**config.mk**
```make
export PLATFORM = sky130hd
export DESIGN_NAME = fetch_unit
export DESIGN_NICKNAME = d
export VERILOG_FILES = /design/src/rtl/fetch_unit.sv
export SDC_FILE = /design/constraint.sdc
export NUM_CORES = 1
export LEC_CHECK = 0
export BUFFER_PORTS_ARGS = -buffer_cell sky130_fd_sc_hd__buf_2
export CAP_MARGIN = 5
export CORE_MARGIN = 5
export CORE_UTILIZATION = 35
export CTS_CLUSTER_SIZE = 10
export DETAILED_ROUTE_END_ITERATION = 8
export GPL_TIMING_DRIVEN = 1
export PLACE_DENSITY = 0.55
export SETUP_SLACK_MARGIN = 0.3
export SYNTH_ARGS = -nofsm -noshare
export SYNTH_HDL_FRONTEND = slang
export SYNTH_SLANG_ARGS = --single-unit
export TNS_END_PERCENT = 20
```
**constraint.sdc**
```tcl
create_clock -name clk -period 3.2 [get_ports clk]
set_input_delay 0.96 -clock clk [delete_from_list [all_inputs] [get_ports clk]]
set_output_delay 0.96 -clock clk [all_outputs]
set_load 0.01 [all_outputs]
```
**src/rtl/fetch_unit.sv**
```systemverilog
// Instruction fetch front end: drives a synchronous-read ROM, tracks one in-flight
// read, and buffers returned words in a 2-entry skid FIFO toward decode.
module fetch_unit #(
  parameter int DATA_LENGTH = 32,
  parameter int MEM_LENGTH  = 32,
  parameter int RESET_PC    = 0,
  localparam int AW         = $clog2(MEM_LENGTH)
) (
  input  logic                   clk,
  input  logic                   rst_n,
  output logic [AW-1:0]          rom_addr,
  input  logic [DATA_LENGTH-1:0] rom_data,
  input  logic                   redirect_valid,
  input  logic [AW-1:0]          redirect_pc,
  output logic                   instr_valid,
  input  logic                   instr_ready,
  output logic [DATA_LENGTH-1:0] instr_data,
  output logic [AW-1:0]          instr_pc
);

  localparam logic [AW-1:0] RST_PC  = AW'(RESET_PC);
  localparam logic [AW-1:0] LAST_PC = AW'(MEM_LENGTH - 1);

  logic [AW-1:0]                fetch_pc_q, fetch_pc_d;
  logic                         req_q, req_d;
  logic [AW-1:0]                req_pc_q, req_pc_d;
  logic [1:0]                   count_q, count_d;
  logic [1:0][DATA_LENGTH-1:0]  dat_q, dat_d;
  logic [1:0][AW-1:0]           pcs_q, pcs_d;

  logic       pop, issue, wr_idx;
  logic [2:0] occ;

  assign rom_addr    = fetch_pc_q;
  assign instr_valid = (count_q != 2'd0);
  assign instr_data  = dat_q[0];
  assign instr_pc    = pcs_q[0];

  always_comb begin
    fetch_pc_d = fetch_pc_q;
    req_d      = req_q;
    req_pc_d   = req_pc_q;
    count_d    = count_q;
    dat_d      = dat_q;
    pcs_d      = pcs_q;

    pop   = instr_valid & instr_ready;
    // Occupancy counts the in-flight read so a full FIFO never gets a third word.
    occ   = {1'b0, count_q} + {2'b0, req_q} - {2'b0, pop};
    issue = !redirect_valid && (occ < 3'd2);
    // Tail slot after any same-cycle pop has shifted the head.
    wr_idx = (count_q == 2'd2) | ((count_q == 2'd1) & !pop);

    if (redirect_valid) begin
      fetch_pc_d = redirect_pc;
      req_d      = 1'b0;
      count_d    = 2'd0;
    end else begin
      req_d = issue;
      if (issue) begin
        req_pc_d   = fetch_pc_q;
        fetch_pc_d = (fetch_pc_q == LAST_PC) ? '0 : fetch_pc_q + AW'(1);
      end
      if (pop) begin
        dat_d[0] = dat_q[1];
        pcs_d[0] = pcs_q[1];
      end
      if (req_q) begin
        dat_d[wr_idx] = rom_data;
        pcs_d[wr_idx] = req_pc_q;
      end
      count_d = count_q + {1'b0, req_q} - {1'b0, pop};
    end
  end

  always_ff @(posedge clk or negedge rst_n) begin
    if (!rst_n) begin
      fetch_pc_q <= RST_PC;
      req_q      <= 1'b0;
      req_pc_q   <= '0;
      count_q    <= 2'd0;
      dat_q      <= '0;
      pcs_q      <= '0;
    end else begin
      fetch_pc_q <= fetch_pc_d;
      req_q      <= req_d;
      req_pc_q   <= req_pc_d;
      count_q    <= count_d;
      dat_q      <= dat_d;
      pcs_q      <= pcs_d;
    end
  end

endmodule

```
Word level (Yosys, flattened, before mapping). Index checks and enable logic that the tools add are counted.

$lt $le $gt $ge: 3. Equality and inequality tests: 3. Muxes and demuxes: 17. Reduce and logical (&&, ||, !) cells: 8. Add/subtract/negate cells: 5. Bitwise operators: 4.

Operator list (number): $mux 32 (4); $bwmux 64 (1); $mux 5 (7); $demux 32 s1 (1); $bwmux 10 (1); $add 5x1->5 const B (1); $demux 5 s1 (1); $eq 5x5->1 const B (1); $reduce_and 2->1 (2); $reduce_bool 2->1 (2); $add 2x1->3 (1); $lt 3x2->1 const B (1); $sub 3x1->3 (1); $add 2x1->2 (1); $and 1x1->1 (2); $eq 2x1->1 const B (1); $eq 2x2->1 const B (1); $logic_and 1x1->1 (2); $logic_not 1->1 (2); $lt 1x2->1 const B (1); $mux 2 (1); $sub 2x1->2 (1); $ge 1x1->1 const B (1); $mux 1 (1); 2 further kinds (2).

Output and inout port bits: 43. Word-level logic and storage cells: 48. Register bits: 87.

Logic depth before layout (Yosys ltp).
Depth after elaboration: 11. Gate-level depth with buffers: 10. Gate-level depth less buffers: 8.

Worst setup path before layout. Ideal clock, no wire load.

Path type: input-to-reg. Start point: in instr_ready. End point: reg req_pc_q[0]. Required time: 3075 ps. Arrival time: 3012 ps. Stages on the path: 9. Setup slack: 64 ps. Cells stage by stage: o21a_1 -> clkbuf_1 -> ha_1 -> inv_1 -> ha_1 -> fa_1 -> clkbuf_1 -> nor3_4 -> mux2_2.

Cells in the longest elaborated chain, start to end: 5.

Ends and longest elaborated chain: from (decl) (line 16) `input logic instr_ready,`; $and 1x1->1 (line 47) `pop = instr_valid & instr_ready;`; $sub 3x1->3 (line 49) `occ = {1'b0, count_q} + {2'b0, req_q} - {2'b0, pop};`; $lt 3x2->1 (line 50) `issue = !redirect_valid && (occ < 3'd2);`; $logic_and 1x1->1 (line 50); $reduce_and 2->1 (no source line); to (signal assigned) (line 87) `req_pc_q <= req_pc_d;`; to (decl) (line 26) `logic [AW-1:0] req_pc_q, req_pc_d;`.

Every way passes these cells. A chain may end at the register's enable or synchronous reset.

Worst setup path in the final report. Ends and elaborated chain as after synthesis.

==> results.sh <==
export IMPL_holdWs_ns=0.496
export IMPL_finalSetupViolCount=0
export IMPL_antenna_found_initial=1
export IMPL_cap_viol_max_count=0
export IMPL_cts_tree="yes"
export IMPL_ctsResizeCount=0
export IMPL_syn_to_final_growth_pct=16.4
export IMPL_root_buffer="clkbuf_16"
export IMPL_p_leak_uw=0.00249
export IMPL_fill_cells=1092
export IMPL_ios=84
export IMPL_status="finished clean"
export IMPL_post_cts_buffers=0
export IMPL_grt_usage_pct=13.0
export IMPL_stdcell_area_um2=4830
export IMPL_drv_slew=0
export IMPL_grtUsageMet2_pct=21.1
export IMPL_clk_path_buf_depth=2
export IMPL_dp_cells=484
export IMPL_pwr_share_clk_pct=22.5
export IMPL_yosysUniqueCellTypes=34
export IMPL_hold_path_depth=1
export IMPL_vias_per_cell=5.26
export IMPL_drive_gt1_share_pct=44.5
export IMPL_gp_congestion=0.723
export IMPL_htreeDepth=3
export IMPL_switching_share_pct=32.7
export IMPL_grt_overflow=0
export IMPL_syn_inst=309
export IMPL_ys_async_sr_fraction_pct=100
export IMPL_ys_ff_latch=87
export IMPL_hold_class="reg2reg"
export IMPL_grt_pass1_vias=2798
export IMPL_internal_power_uw=3380
export IMPL_grt_busiest_layer="met2"
export IMPL_gr_usage_met3_pct=4.31
export IMPL_slew_headroom_pct=39.0
export IMPL_synth_ff_type="dfrtp_1"
export IMPL_hold_viol=0
export IMPL_fin_nets=398
export IMPL_die_h_um=119
export IMPL_endpoint_kind="register"
export IMPL_final_setup_tns_ns=0
export IMPL_drt_pass1_iterations=4
export IMPL_stdcell_count=500
export IMPL_synth_edff_count=0
export IMPL_core_area_um2=11500
export IMPL_synth_area_per_cell_um2=13.4
export IMPL_ant_nets=0
export IMPL_critical_path_class="in2reg"
export IMPL_vdd_ir_drop_max_v=0.000475
export IMPL_syn_nets=355
export IMPL_post_route_min_period_ns=2.77
export IMPL_worst_path_max_fanout=11
export IMPL_grt_max_degree=55
export IMPL_clock_sinks=87
export IMPL_grt_pass1_wl_mm=14.5
export IMPL_cts_hold_buf=0
export IMPL_use_met1_pct=16.1
export IMPL_power_switching_uw=1640
export IMPL_combinationalPowerShare_pct=38.7
export IMPL_clkTransAtPathRegs_ns=0.06
export IMPL_fin_worst_skew_ns=0.00936
export IMPL_route_detailed_wl_per_inst_um=17.7
export IMPL_period_share_pct=86.7
export IMPL_num_rows=39
export IMPL_worst_pin_slew_ns=0.913
export IMPL_first_iter_violations=189
export IMPL_finalWirelength_mm=8.84
export IMPL_dr_total_vias=2630
export IMPL_die_w_um=119
export IMPL_post_dp_hpwl_mm=5.65
export IMPL_dieArea_um2=14100
export IMPL_syn_cell_area_um2=4150
export IMPL_insertion_delay_ns=0.34
export IMPL_start_util_pct=36.0
export IMPL_num_antenna_cells=0
export IMPL_ys_seq_area_share_pct=52.5
export IMPL_drc_errors=0
export IMPL_cts_buffers=9
export IMPL_cp_required_ns=3.42
export IMPL_total_power_uw=5010
export IMPL_port_buffers=83
export IMPL_reg2regPathDepth=8
export IMPL_fmax_mhz=360
export IMPL_dpl_instance_area_um2=4510
export IMPL_p_seq_share_pct=38.8
export IMPL_power_density_nw_per_um2=1040
export IMPL_start_kind="input port"
export IMPL_rsz0062_at_grt="false"
export IMPL_critPathArrivalTime_ns=3.00
export IMPL_ys_warn_count=0
==> cell families (layout without fill, tap and decap cells) <==
kind of cell	Yosys count	after routing	share of synthesized area, %
xor gates and xnor gates	1	1	0.211
muxes	42	42	14.1
and+or+nand+nor	62	62	10.1
adders and majority gates	5	5	1.69
buffers and inverters	61	109	9.81
DFF	87	87	52.5
AOI/OAI and AO/OA	51	51	11.6
==> per-layer routing <==
metal,up-vias,wire length [um]
met5,-,7
met4,2,143
met3,11,421
met2,63,4320
met1,1347,3940
li1,1207,-
==> final cells by class <==
cell class | count | area [um2] | share of cell area [%]
Multi-Input combinational cell | 161 | 1640 | 33.9
Tap cell | 143 | 179 | 3.71
Sequential cell | 87 | 2180 | 45.1
Clock inverter | 7 | 96.3 | 2.00
Inverter | 5 | 18.8 | 0.389
Clock buffer | 9 | 225 | 4.66
Timing Repair Buffer | 88 | 493 | 10.2
==> power by group through the flow <==
stage | sequential, uW | combinational, uW | clock (uW)
floorplan | 1870 | 1730 | 0
global placement | 1940 | 1940 | 0
detailed placement | 1960 | 1970 | 0
CTS | 1950 | 1980 | 1160
global route | 2020 | 2120 | 1200
finish | 1950 | 1940 | 1130
==> worst max-delay path: stages <==
cell and delay [ns]:
buf_2 0.11, o21a_1 0.13, ha_4 0.27, inv_2 0.03, ha_4 0.15, fa_2 0.37
xnor2_2 0.24, nor3_4 0.40, mux2_4 0.33
==> placed cells by master, fill, tap and decap left out, types with 3 or more instances in the layout <==
cell,synthesis,routed
or4b_1,3,3
inv_1,4,3
clkbuf_16,0,9
buf_4,37,3
nor2b_1,3,3
nor2_1,6,6
a31oi_1,5,5
clkinvlp_4,0,3
dfrtp_1,87,87
mux2_4,30,35
a221o_1,37,37
buf_2,7,82
mux2_2,12,7
and3_1,38,38
buf_12,0,3
==> per-stage QoR <==
| step | worst slack (ns) | util (%) |
|---|---|---|
| floorplan | 0.127 | - |
| global placement | 0.0874 | 39.1 |
| detailed placement | 0.0684 | 39.1 |
| CTS | 0.430 | 41.9 |
| global route | 0.311 | 41.9 |
| finish | 0.426 | 41.9 |
==> worst paths after layout <==
path / startpoint / endpoint / slack (ns)
setup / recovery: instr_ready / req_pc_q[0] / 0.43
hold / removal: dat_q[53] / dat_q[53] / 0.50
setup reg to reg: count_q[1] / req_pc_q[0] / 0.56
hold reg to reg: dat_q[53] / dat_q[53] / 0.50
max in group asynchronous: rst_n / rom_addr[3] / 1.96
min in group asynchronous: rst_n / rom_addr[1] / 0.56
==> sequential cells by signal (all words and copies together) (netlist names) <==
signal and cells:
dat_q 32, instr_data 32, instr_pc 5, pcs_q 5, req_pc_q 5, rom_addr 5, count_q 2, req_q 1
==> cell usage after synthesis (2+ instances only) <==
master	instances	area, um2
dfrtp_1	87	2180
and3_1	38	238
a221o_1	37	370
buf_4	37	278
mux2_4	30	450
mux2_2	12	135
clkbuf_1	8	30.0
buf_2	7	35.0
nor2_1	6	22.5
a31oi_1	5	31.3
buf_6	4	45.0
ha_1	4	50.1
inv_1	4	15.0
nor2b_1	3	18.8
or4b_1	3	30.0
nand2_1	2	7.51
nand2b_1	2	12.5
nand3_1	2	10.0
o21ai_0	2	10.0
o31ai_1	2	15.0
No activity file was read; power rests on OpenSTA's default activity.
